--- src/rtl/muldiv_ctrl.sv ---
// muldiv_ctrl: sequences one mul/div request through the shared iterative units.
// Optional last-result reuse is compiled in with `define MULDIV_REUSE_EN.

module muldiv_ctrl #(
   parameter int WIDTH = 64
) (
   input  logic               clk,
   input  logic               reset,
   input  logic               req_valid,
   input  logic [3:0]         req_op,
   input  logic [WIDTH-1:0]   req_a,
   input  logic [WIDTH-1:0]   req_b,
   output logic               req_ready,
   input  logic               flush,
   output logic               resp_valid,
   output logic [WIDTH-1:0]   resp_data,
   input  logic               resp_ready,
   output logic               busy,
   output logic               mul_valid,
   output logic [WIDTH-1:0]   mul_a,
   output logic [WIDTH-1:0]   mul_b,
   input  logic               mul_done,
   input  logic [2*WIDTH-1:0] mul_c,
   output logic               div_valid,
   output logic               div_word,
   output logic [WIDTH-1:0]   div_a,
   output logic [WIDTH-1:0]   div_b,
   input  logic               div_done,
   input  logic [2*WIDTH-1:0] div_c
);

   localparam int HW = 32;
   localparam int DW = 2 * WIDTH;

   typedef enum logic [2:0] {
      S_IDLE,
      S_MUL,
      S_DIV,
      S_HOLD,
      S_DRAIN
   } state_e;

   function automatic logic [WIDTH-1:0] prep(
      input logic [WIDTH-1:0] x,
      input logic             word,
      input logic             neg
   );
      logic [HW-1:0] lo;
      lo = neg ? -x[HW-1:0] : x[HW-1:0];
      if (word)
         prep = {{(WIDTH-HW){1'b0}}, lo};
      else
         prep = neg ? -x : x;
   endfunction

   function automatic logic [WIDTH-1:0] sext32(
      input logic [HW-1:0] v
   );
      sext32 = {{(WIDTH-HW){v[HW-1]}}, v};
   endfunction

   state_e           state_q, state_d;
   logic [3:0]       op_q, op_d;
   logic             sa_q, sa_d;
   logic             sb_q, sb_d;
   logic [WIDTH-1:0] a_q, a_d;
   logic [WIDTH-1:0] b_q, b_d;
   logic [DW-1:0]    corr_q, corr_d;

   logic             req_word;
   logic             req_div;
   logic             req_uns;
   logic             req_sa;
   logic             req_sb;
   logic [WIDTH-1:0] req_pa;
   logic [WIDTH-1:0] req_pb;
   logic             req_dz;

   logic [DW-1:0]    mul_fix;
   logic [DW-1:0]    div_fix;
   logic [WIDTH-1:0] div_quo;
   logic [WIDTH-1:0] div_rem;
   logic [WIDTH-1:0] sel;
   logic [WIDTH-1:0] res;
   logic             idle;
   logic             hold;

`ifdef MULDIV_REUSE_EN
   logic             e_v_q, e_v_d;
   logic [DW-1:0]    e_corr_q, e_corr_d;
   logic [WIDTH-1:0] e_a_q, e_a_d;
   logic [WIDTH-1:0] e_b_q, e_b_d;
   logic             e_div_q, e_div_d;
   logic             e_word_q, e_word_d;
   logic             e_uns_q, e_uns_d;
   logic             hit;
`endif

   // Signs come from bit 31 on word ops; unsigned ops never negate.
   always_comb begin
      req_word = req_op[3];
      req_div  = req_op[2];
      req_uns  = req_op[0];
      req_sa   = !req_uns &&
                 (req_word ? req_a[HW-1] : req_a[WIDTH-1]);
      req_sb   = !req_uns &&
                 (req_word ? req_b[HW-1] : req_b[WIDTH-1]);
      req_pa   = prep(req_a, req_word, req_sa);
      req_pb   = prep(req_b, req_word, req_sb);
      req_dz   = req_div && (req_pb == '0);
   end

`ifdef MULDIV_REUSE_EN
   assign hit = e_v_q &&
                (e_a_q == req_a) &&
                (e_b_q == req_b) &&
                (e_div_q == req_op[2]) &&
                (e_word_q == req_op[3]) &&
                (e_uns_q == req_op[0]);
`endif

   always_comb begin
      div_quo = div_c[WIDTH-1:0];
      div_rem = div_c[DW-1:WIDTH];
      mul_fix = (sa_q ^ sb_q) ? -mul_c : mul_c;
      div_fix = {sa_q ? -div_rem : div_rem,
                 (sa_q ^ sb_q) ? -div_quo : div_quo};
   end

   always_comb begin
      sel = op_q[1] ? corr_q[DW-1:WIDTH] : corr_q[WIDTH-1:0];
      if (op_q[3] && !op_q[2])
         res = sext32(corr_q[HW-1:0]);
      else if (op_q[3])
         res = sext32(sel[HW-1:0]);
      else
         res = sel;
   end

   always_comb begin
      state_d = state_q;
      op_d    = op_q;
      sa_d    = sa_q;
      sb_d    = sb_q;
      a_d     = a_q;
      b_d     = b_q;
      corr_d  = corr_q;
`ifdef MULDIV_REUSE_EN
      e_v_d    = e_v_q;
      e_corr_d = e_corr_q;
      e_a_d    = e_a_q;
      e_b_d    = e_b_q;
      e_div_d  = e_div_q;
      e_word_d = e_word_q;
      e_uns_d  = e_uns_q;
`endif
      unique case (state_q)
         S_IDLE: begin
            if (req_valid && !flush) begin
               op_d = req_op;
               sa_d = req_sa;
               sb_d = req_sb;
               a_d  = req_pa;
               b_d  = req_pb;
               if (req_dz) begin
                  // Remainder slot holds the raw dividend; word select sign-extends it.
                  corr_d  = {req_a, {WIDTH{1'b1}}};
                  state_d = S_HOLD;
`ifdef MULDIV_REUSE_EN
               end else if (hit) begin
                  corr_d  = e_corr_q;
                  state_d = S_HOLD;
`endif
               end else begin
                  state_d = req_div ? S_DIV : S_MUL;
`ifdef MULDIV_REUSE_EN
                  e_v_d    = 1'b0;
                  e_a_d    = req_a;
                  e_b_d    = req_b;
                  e_div_d  = req_op[2];
                  e_word_d = req_op[3];
                  e_uns_d  = req_op[0];
`endif
               end
            end
         end
         S_MUL: begin
            // A done coinciding with flush ends the unit's job; nothing to drain.
            if (flush) begin
               state_d = mul_done ? S_IDLE : S_DRAIN;
            end else if (mul_done) begin
               corr_d  = mul_fix;
               state_d = S_HOLD;
`ifdef MULDIV_REUSE_EN
               e_v_d    = 1'b1;
               e_corr_d = mul_fix;
`endif
            end
         end
         S_DIV: begin
            if (flush) begin
               state_d = div_done ? S_IDLE : S_DRAIN;
            end else if (div_done) begin
               corr_d  = div_fix;
               state_d = S_HOLD;
`ifdef MULDIV_REUSE_EN
               e_v_d    = 1'b1;
               e_corr_d = div_fix;
`endif
            end
         end
         S_HOLD: begin
            if (flush || resp_ready)
               state_d = S_IDLE;
         end
         S_DRAIN: begin
            if (op_q[2] ? div_done : mul_done)
               state_d = S_IDLE;
         end
         default: state_d = S_IDLE;
      endcase
`ifdef MULDIV_REUSE_EN
      if (flush)
         e_v_d = 1'b0;
`endif
   end

   always_ff @(posedge clk or negedge reset) begin
      if (!reset) begin
         state_q <= S_IDLE;
         op_q    <= '0;
         sa_q    <= 1'b0;
         sb_q    <= 1'b0;
         a_q     <= '0;
         b_q     <= '0;
         corr_q  <= '0;
      end else begin
         state_q <= state_d;
         op_q    <= op_d;
         sa_q    <= sa_d;
         sb_q    <= sb_d;
         a_q     <= a_d;
         b_q     <= b_d;
         corr_q  <= corr_d;
      end
   end

`ifdef MULDIV_REUSE_EN
   always_ff @(posedge clk or negedge reset) begin
      if (!reset) begin
         e_v_q    <= 1'b0;
         e_corr_q <= '0;
         e_a_q    <= '0;
         e_b_q    <= '0;
         e_div_q  <= 1'b0;
         e_word_q <= 1'b0;
         e_uns_q  <= 1'b0;
      end else begin
         e_v_q    <= e_v_d;
         e_corr_q <= e_corr_d;
         e_a_q    <= e_a_d;
         e_b_q    <= e_b_d;
         e_div_q  <= e_div_d;
         e_word_q <= e_word_d;
         e_uns_q  <= e_uns_d;
      end
   end
`endif

   assign idle = (state_q == S_IDLE);
   assign hold = (state_q == S_HOLD);

   // A flush in the same cycle wins, so neither handshake may complete.
   assign req_ready  = idle && !flush;
   assign resp_valid = hold && !flush;
   assign resp_data  = hold ? res : '0;
   assign busy       = !idle;

   assign mul_valid = (state_q == S_MUL) ||
                      ((state_q == S_DRAIN) && !op_q[2]);
   assign div_valid = (state_q == S_DIV) ||
                      ((state_q == S_DRAIN) && op_q[2]);
   assign mul_a     = a_q;
   assign mul_b     = b_q;
   assign div_a     = a_q;
   assign div_b     = b_q;
   assign div_word  = op_q[3];

endmodule

--- config.mk ---
export PLATFORM = sky130hd
export DESIGN_NAME = muldiv_ctrl
export DESIGN_NICKNAME = d
export VERILOG_FILES = /design/src/rtl/muldiv_ctrl.sv
export SDC_FILE = /design/constraint.sdc
export NUM_CORES = 1
export LEC_CHECK = 0
export CORE_AREA = 2 2 280 282
export DETAILED_ROUTE_END_ITERATION = 16
export DIE_AREA = 0 0 282 284
export GPL_ROUTABILITY_DRIVEN = 1
export HOLD_SLACK_MARGIN = 0.06
export REMOVE_ABC_BUFFERS = 1
export SKIP_CTS_REPAIR_TIMING = 1
export SYNTH_ARGS = -nofsm -noshare
export SYNTH_HDL_FRONTEND = slang
export SYNTH_SLANG_ARGS = --single-unit
--- constraint.sdc ---
create_clock -name clk -period 6 [get_ports clk]
set_clock_uncertainty 0.15 [all_clocks]
set_input_delay 1.8 -clock clk [delete_from_list [all_inputs] [get_ports clk]]
set_output_delay 1.8 -clock clk [all_outputs]
set_load 0.02 [all_outputs]
==> impl_results.md, run 1 <==
- Hold_sp: div_a[3]
- Final-layout fill cell count: about 7.7k
- Reg-to-reg slack, setup: ~2 ns
- Design area: between 0.03 and 0.04 sq mm
- Area occupied by multi-input gates: 0.0176 sq mm
- Die area: 0.0801 sq mm
- Largest net degree at the start of global routing: 261
- Seq pwr share: 20.0%
- Die height: 284 um
- Endpoint, Worst Hold: div_a[3]
- CP Data Required Time: 6.34 ns
- Post-synth top flop: dfrtp_1
- Worst hold slack: 0.348 ns
- PnR worst setup slack: 0.111 ns
- DRC violations left: 0
- Peak Freq: 0.170 GHz
- Power share of the clock group: 14.4%
- #FFs+latches synth: 264
- Grt met1 use: 39.8%
- Final hold violations: 0
- IO Count: slightly above 700
- Syn-to-layout area delta: 38.5%
- Crit-path max FO: 38
- Slew Limit Fails: 0
- Switching pwr: 0.00771 W
- Total grt overflow: 0
- Worst reg2reg path depth: 9
- Core box area: 0.0770 sq mm
- Post-DRT Antenna Nets: 0
- Clock Sinks: approximately 260
- IO buf count: 720
- Internal power: approximately 0.0081 W
- Synth Instances: 3525
- Post-DP Area: 0.0351 sq mm
- Top cells by area, synth: dfrtp_1 (25%), xnor2_1 (5.5%), nand2_1 (5.1%)
- Status: finished, final reports clean
- DIE WIDTH: roughly 280 um
- # rows: slightly above 100
- GRT Total Usage: 32.8%
- Unrepaired setup endpoints after global routing: no
- Maxcap violations: 0
- Global routing met3 resource utilization: 6.78%
- Via count: around 31k
- Fraction of layout cells with a size suffix above 1: 10.3%
- Netlist Area Pre-Place: roughly 0.026 sq mm
- GRT met2 Usage: 55.3%
- Library cells used by synthesis: 73
- Worst Max-Slew Pin Slew: 1.22 ns
- Count leader, synth: nand2_1
- Worst hold path type: reg -> reg
- Static leakage: ~14 nW
- Routed WL per cell: 26.1 um
- CP Capture Type: register
- Synth area leader: dfrtp_1
- Yosys top cell area share: ~25%
- Startpoint Class: input port
- Total chip power: 0.0158 W
- Synth cell count leaders: nand2_1 (356), dfrtp_1 (264), o21ai_0 (252), clkbuf_1 (234), nand3_1 (231)
- DP HPWL: 106000 um
- Syn Area/Cell: 7.45 sq um
- Reg-to-reg endpoint: corr_q[37]
- Starting Density: between 30% and 40%
- Hold Crit Depth: 2
- Post-place setup slack: -0.357 ns
- Synthesis warning total: 0
- Register cell area after layout: 0.00661 sq mm
- Num CTS Buffers: 36
- EDFF count, synth: 0
- Vias per cell: 5.93
- Initial antenna violation count: 48
- TritonCTS clock tree: done
- Ratio of final minimum period to clock period: 98.2%
- Max Buffers Root-to-Sink: 3
- Max-slew headroom: 18.7%
- Post-Route WL: between 100000 and 150000 um
- Starting DRT DRC Count: 2896
- Clock root cell: clkbuf_16
- Sw frac: 48.7%
- Nets: 4555
- Worst-path clk slew: 0.06 ns
- First-pass GRT wire length: 199000 um
- Crit path time final: 5.89 ns
- Clock latency at the later pin of the worst-skew pair: ~0.57 ns
- H-tree Lvls: 2
- Detailed Routing Iterations Pass 1: 5
- Seq/Total Area, Yosys: 25.1%
- Asr flop ratio synth: 100%
- Gpl congestion: 0.976
- Comb power frac: between 60% and 70%
- CP arrival: about 6.2 ns
- VDD IR max: 0.351 mV
- GRT Max-Usage Layer: met2
- RR Startpoint: state_q[2]
- Kind of critical path: in -> reg
- Vias in the first global route: 29.6k
- Pwr dens: 435 mW/mm^2
- Final setup vio count: 0
-- metal layers --
| layer | vias up | routed length, um | part of all wire (%) |
|---|---|---|---|
| met3 | 314 | 10700 | 7.8 |
| met1 | 14959 | 53000 | 39 |
| li1 | 14330 | - | - |
| met2 | 1437 | 66000 | 48 |
| met4 | 42 | 6690 | 4.9 |
| met5 | - | 282 | 0.21 |
-- how the worst max path moves through the flow --
stage / from / end / slack (ns)
6_report: req_b[31] / corr_q[86] / 0.11
4_1_cts: req_b[31] / corr_q[108] / 0.20
3_3_place_gp: req_b[31] / corr_q[108] / -0.46
5_1_grt: req_b[31] / corr_q[76] / 0.02
3_5_place_dp: req_b[31] / corr_q[108] / -0.36
2_1_floorplan: state_q[1] / corr_q[37] / -17.42
-- state kept, by name, indices dropped and copies added (netlist names) --
| register | cells |
|---|---|
| state_q | 3 |
| sb_q | 1 |
| op_q | 3 |
| div_b | 64 |
| corr_q | 128 |
| div_a | 64 |
| sa_q | 1 |
-- cell families after synthesis --
group | after synthesis | share of synthesized area [%]
xor gates and xnor gates | 314 | 10.5
and+or+nand+nor | 1486 | 29.1
muxes | 70 | 2.87
AOI/OAI and AO/OA | 945 | 23.9
buffers and inverters | 440 | 8.27
adders and majority gates | 6 | 0.286
DFF | 264 | 25.1
-- stage by stage --
step	TNS [ns]	util (%)	std cells
CTS	0	47.2	5215
floorplan	-3705.40	-	3113
global placement	-45.29	45.7	5156
finish	0	47.3	5241
detailed placement	-33.56	45.7	5156
global route	0	47.3	5233
-- power by group through the flow --
stage | Sequential (W) | Clock, W | Combinational, W
finish | 0.00317 | 0.00228 | 0.0104
global route | 0.00326 | 0.00237 | 0.0112
CTS | 0.00317 | 0.00231 | 0.0103
detailed placement | 0.00319 | 0 | 0.0103
global placement | 0.00317 | 0 | 0.0102
floorplan | 0.00411 | 0 | 0.00520
-- cells in the final DEF, fill, tap and decap left out, drive strengths merged, types with 47 or more instances in the layout --
cell           count
a21oi            206
a221oi           129
a22oi             56
and3             148
buf              284
clkbuf            47
clkdlybuf4s50    719
dfrtp            264
nand2            356
nand3            231
nand3b            85
nor2             226
nor3             143
nor4              71
o21ai            253
o31ai             65
or3               68
xnor2            164
xor2             150
-- final cells by class --
cell class	instances	area share, %
clock buffer	47	2.79
clock inverter	12	0.485
timing repair buffer	1003	26.1
sequential	264	18.2
antenna	26	0.179
tap	1040	3.58
multi-input combinational	2821	48.4
inverter	28	0.289
-- worst max-delay path, cell delays in order --
cell             delay, ns
clkdlybuf4s50_1       0.72
mux2i_1               0.19
or2_2                 0.47
buf_12                0.23
nor2_1                0.28
a32oi_1               0.15
nor3_1                0.28
nand4_1               0.23
nor4_1                0.51
buf_4                 0.19
nand4_1               0.24
buf_12                0.28
buf_4                 0.26
nor3_1                0.22
a311o_1               0.15
Note: power is estimated with default switching activity, not from simulation.
==> run 2, diff against run 1 <==
- CORE_AREA: 2 2 280 282 -> not set
- CORE_MARGIN: not set -> 1
- CORE_UTILIZATION: not set -> 30
- DIE_AREA: 0 0 282 284 -> not set
==> run 2 against run 1 <==
Against the previous run:
- clock power down 5%
- die area up 11%
- final cell count up 3.3%
- final area up 1.6%
- sequential share of layout area down 0.29 points
- total power down 0.42%
- global-route usage down 2.8 points
- critical path type unchanged
- largest cell class unchanged
- largest power group unchanged
==> impl_results.md, run 2 (synthesized netlist as in run 1, its figures left out) <==
- Starting Density: 30.3% (-3.9 points)
- Routed WL per cell: 25.7 um (-1.5%)
- Static leakage: 13.9 nW (+2.2%)
- Crit path time final: 5.86 ns (-0.0317 ns)
- Pwr dens: 427 mW/mm^2 (-2.0%)
- Unrepaired setup endpoints after global routing: no
- Die area: 0.0888 sq mm (+11%)
- Starting DRT DRC Count: 3115 (+7.6%)
- Fraction of layout cells with a size suffix above 1: 11.5% (+1.1 points)
- Vias in the first global route: 29.6k (-0.024%)
- Startpoint Class: input port
- IO Count: 721 (unchanged)
- Crit-path max FO: 33 (-13%)
- Gpl congestion: 0.983 (+0.78%)
- Slew Limit Fails: 0 (unchanged)
- Nets: 4609 (+1.2%)
- Max stage delay on crit path: 0.55 ns (-0.17 ns)
- CP arrival: 6.20 ns (-0.03 ns)
- Reg-to-reg endpoint: corr_q[60]
- DIE WIDTH: 298 um (+5.6%)
- Ratio of final minimum period to clock period: 97.6% (-0.53 points)
- Worst hold slack: 0.355 ns (+0.00684 ns)
- Maxcap violations: 0 (unchanged)
- Status: finished, final reports clean
- Vias per cell: 5.84 (-1.4%)
- Clock latency at the later pin of the worst-skew pair: 0.57 ns (about the same)
- Largest Register: corr_q
- DP HPWL: 109000 um (+2.2%)
- Max Buffers Root-to-Sink: 3 (unchanged)
- Syn-to-layout area delta: 40.7%
- Crit path cell chain: clkdlybuf4s50_1, nor4_1, buf_4, nand2_1, nor4_2, buf_4, a21bo_1, nand4_1, buf_4, or4_1, nor4_1, buf_4, nand4_1, buf_12, buf_12, or3_1, nand3_1
- CP Capture Type: register
- Worst-path clk slew: 0.06 ns (about the same)
- Fin Setup TNS: 0 ns (unchanged)
- Most frequent cells in the layout: clkdlybuf4s50_1 (719), nand2_1 (354), buf_4 (319)
- Worst reg2reg path depth: 9 (unchanged)
- VDD IR max: 0.418 mV (+19%)
- Cells after DPL: 5326 (+3.3%)
- Setup crit end: corr_q[43]
- DRC violations left: 0 (unchanged)
- Post-DRT Antenna Nets: 0 (unchanged)
- Slowest CP cell: nor4_1
- Kind of critical path: in -> reg
- Crit-path most repeated cell: buf_4
- Reg-to-reg slack, setup: 2.08 ns (+0.04 ns)
- Worst hold path type: reg -> reg
- First-pass GRT wire length: 201000 um (+1.1%)
- Max-slew headroom: 18.3% (-0.34 points)
- Core box area: 0.0868 sq mm (+13%)
- Post-Route WL: 139000 um (+1.7%)
- Design area: 0.0370 sq mm (+1.6%)
- Worst Max-Slew Pin Slew: 1.22 ns (+0.00832 ns)
- TritonCTS clock tree: done
- Final setup vio count: 0 (unchanged)
- # rows: 108 (+5.9%)
- Die height: 298 um (+4.9%)
- Fin cells: 5412 (+3.3%)
- Num CTS Buffers: 35 (-2.8%)
- Largest net degree at the start of global routing: 118 (-55%)
- Post-DP Area: 0.0357 sq mm (+1.7%)
- Clock root cell: clkbuf_16
- Most common cell after layout, fill and taps aside: clkdlybuf4s50_1
- Crit. Startpoint: req_b[41]
- Total grt overflow: 0 (unchanged)
- Clock Sinks: 264 (unchanged)
- Post-layout util: 42.6% (-4.7 points)
- H-tree Lvls: 2 (unchanged)
- RR Startpoint: state_q[2]
- Largest register FFs: 128 (unchanged)
- GRT Total Usage: 30.0% (-2.8 points)
- Detailed Routing Iterations Pass 1: 8 (+3)
- Via count: 31.6k (+1.8%)
- Final hold violations: 0 (unchanged)
- Peak Freq: 0.171 GHz (+0.54%)
- Initial antenna violation count: 48 (unchanged)
- IO buf count: 720 (unchanged)
- CP Data Required Time: 6.34 ns (about the same)
run 2: metal layers:
layer	part of all wire, %	wire length [um]	global-route usage [%]	vias up
met5	0.17	232	0	-
met1	39	54300	36.4	15349
met4	5.1	7150	15.3	34
met2	48	66500	50.1	1506
li1	-	-	-	14424
met3	7.8	10800	5.93	319
run 2: critical path: cells and delay by family:
family | cells | cell delay (ns)
buffers and inverters | 7 | 1.78
and+or+nand+nor | 9 | 2.49
AOI/OAI and AO/OA | 1 | 0.10
run 2: area by class of cell:
cell class | count | area, sq um
clock buffer | 50 | 1030
clock inverter | 11 | 126
antenna | 25 | 62.6
timing repair buffer | 1058 | 9990
sequential | 264 | 6610
tap | 1155 | 1450
fill | 8942 | 49800
inverter | 28 | 105
multi-input combinational | 2821 | 17600
run 2: power breakdown:
group          switching [W]  internal (W)
Clock               0.000878       0.00129
Sequential          0.000701       0.00243
Combinational        0.00609       0.00438
run 2: stage by stage:
step                power [W]  setup WS (ns)
floorplan             0.00931         -17.42
global placement       0.0134         -0.501
detailed placement     0.0135         -0.415
CTS                    0.0157          0.144
global route           0.0167         0.0527
finish                 0.0158          0.142
run 2: worst min path at each step:
| stage | cells after the start | to | startpoint |
|---|---|---|---|
| global route | 2 | div_a[55] | div_a[55] |
| global placement | 2 | div_a[22] | div_a[22] |
| finish | 2 | div_a[30] | div_a[30] |
| CTS | 2 | div_a[17] | div_a[17] |
| floorplan | 2 | corr_q[107] | corr_q[107] |
| detailed placement | 2 | div_a[17] | div_a[17] |
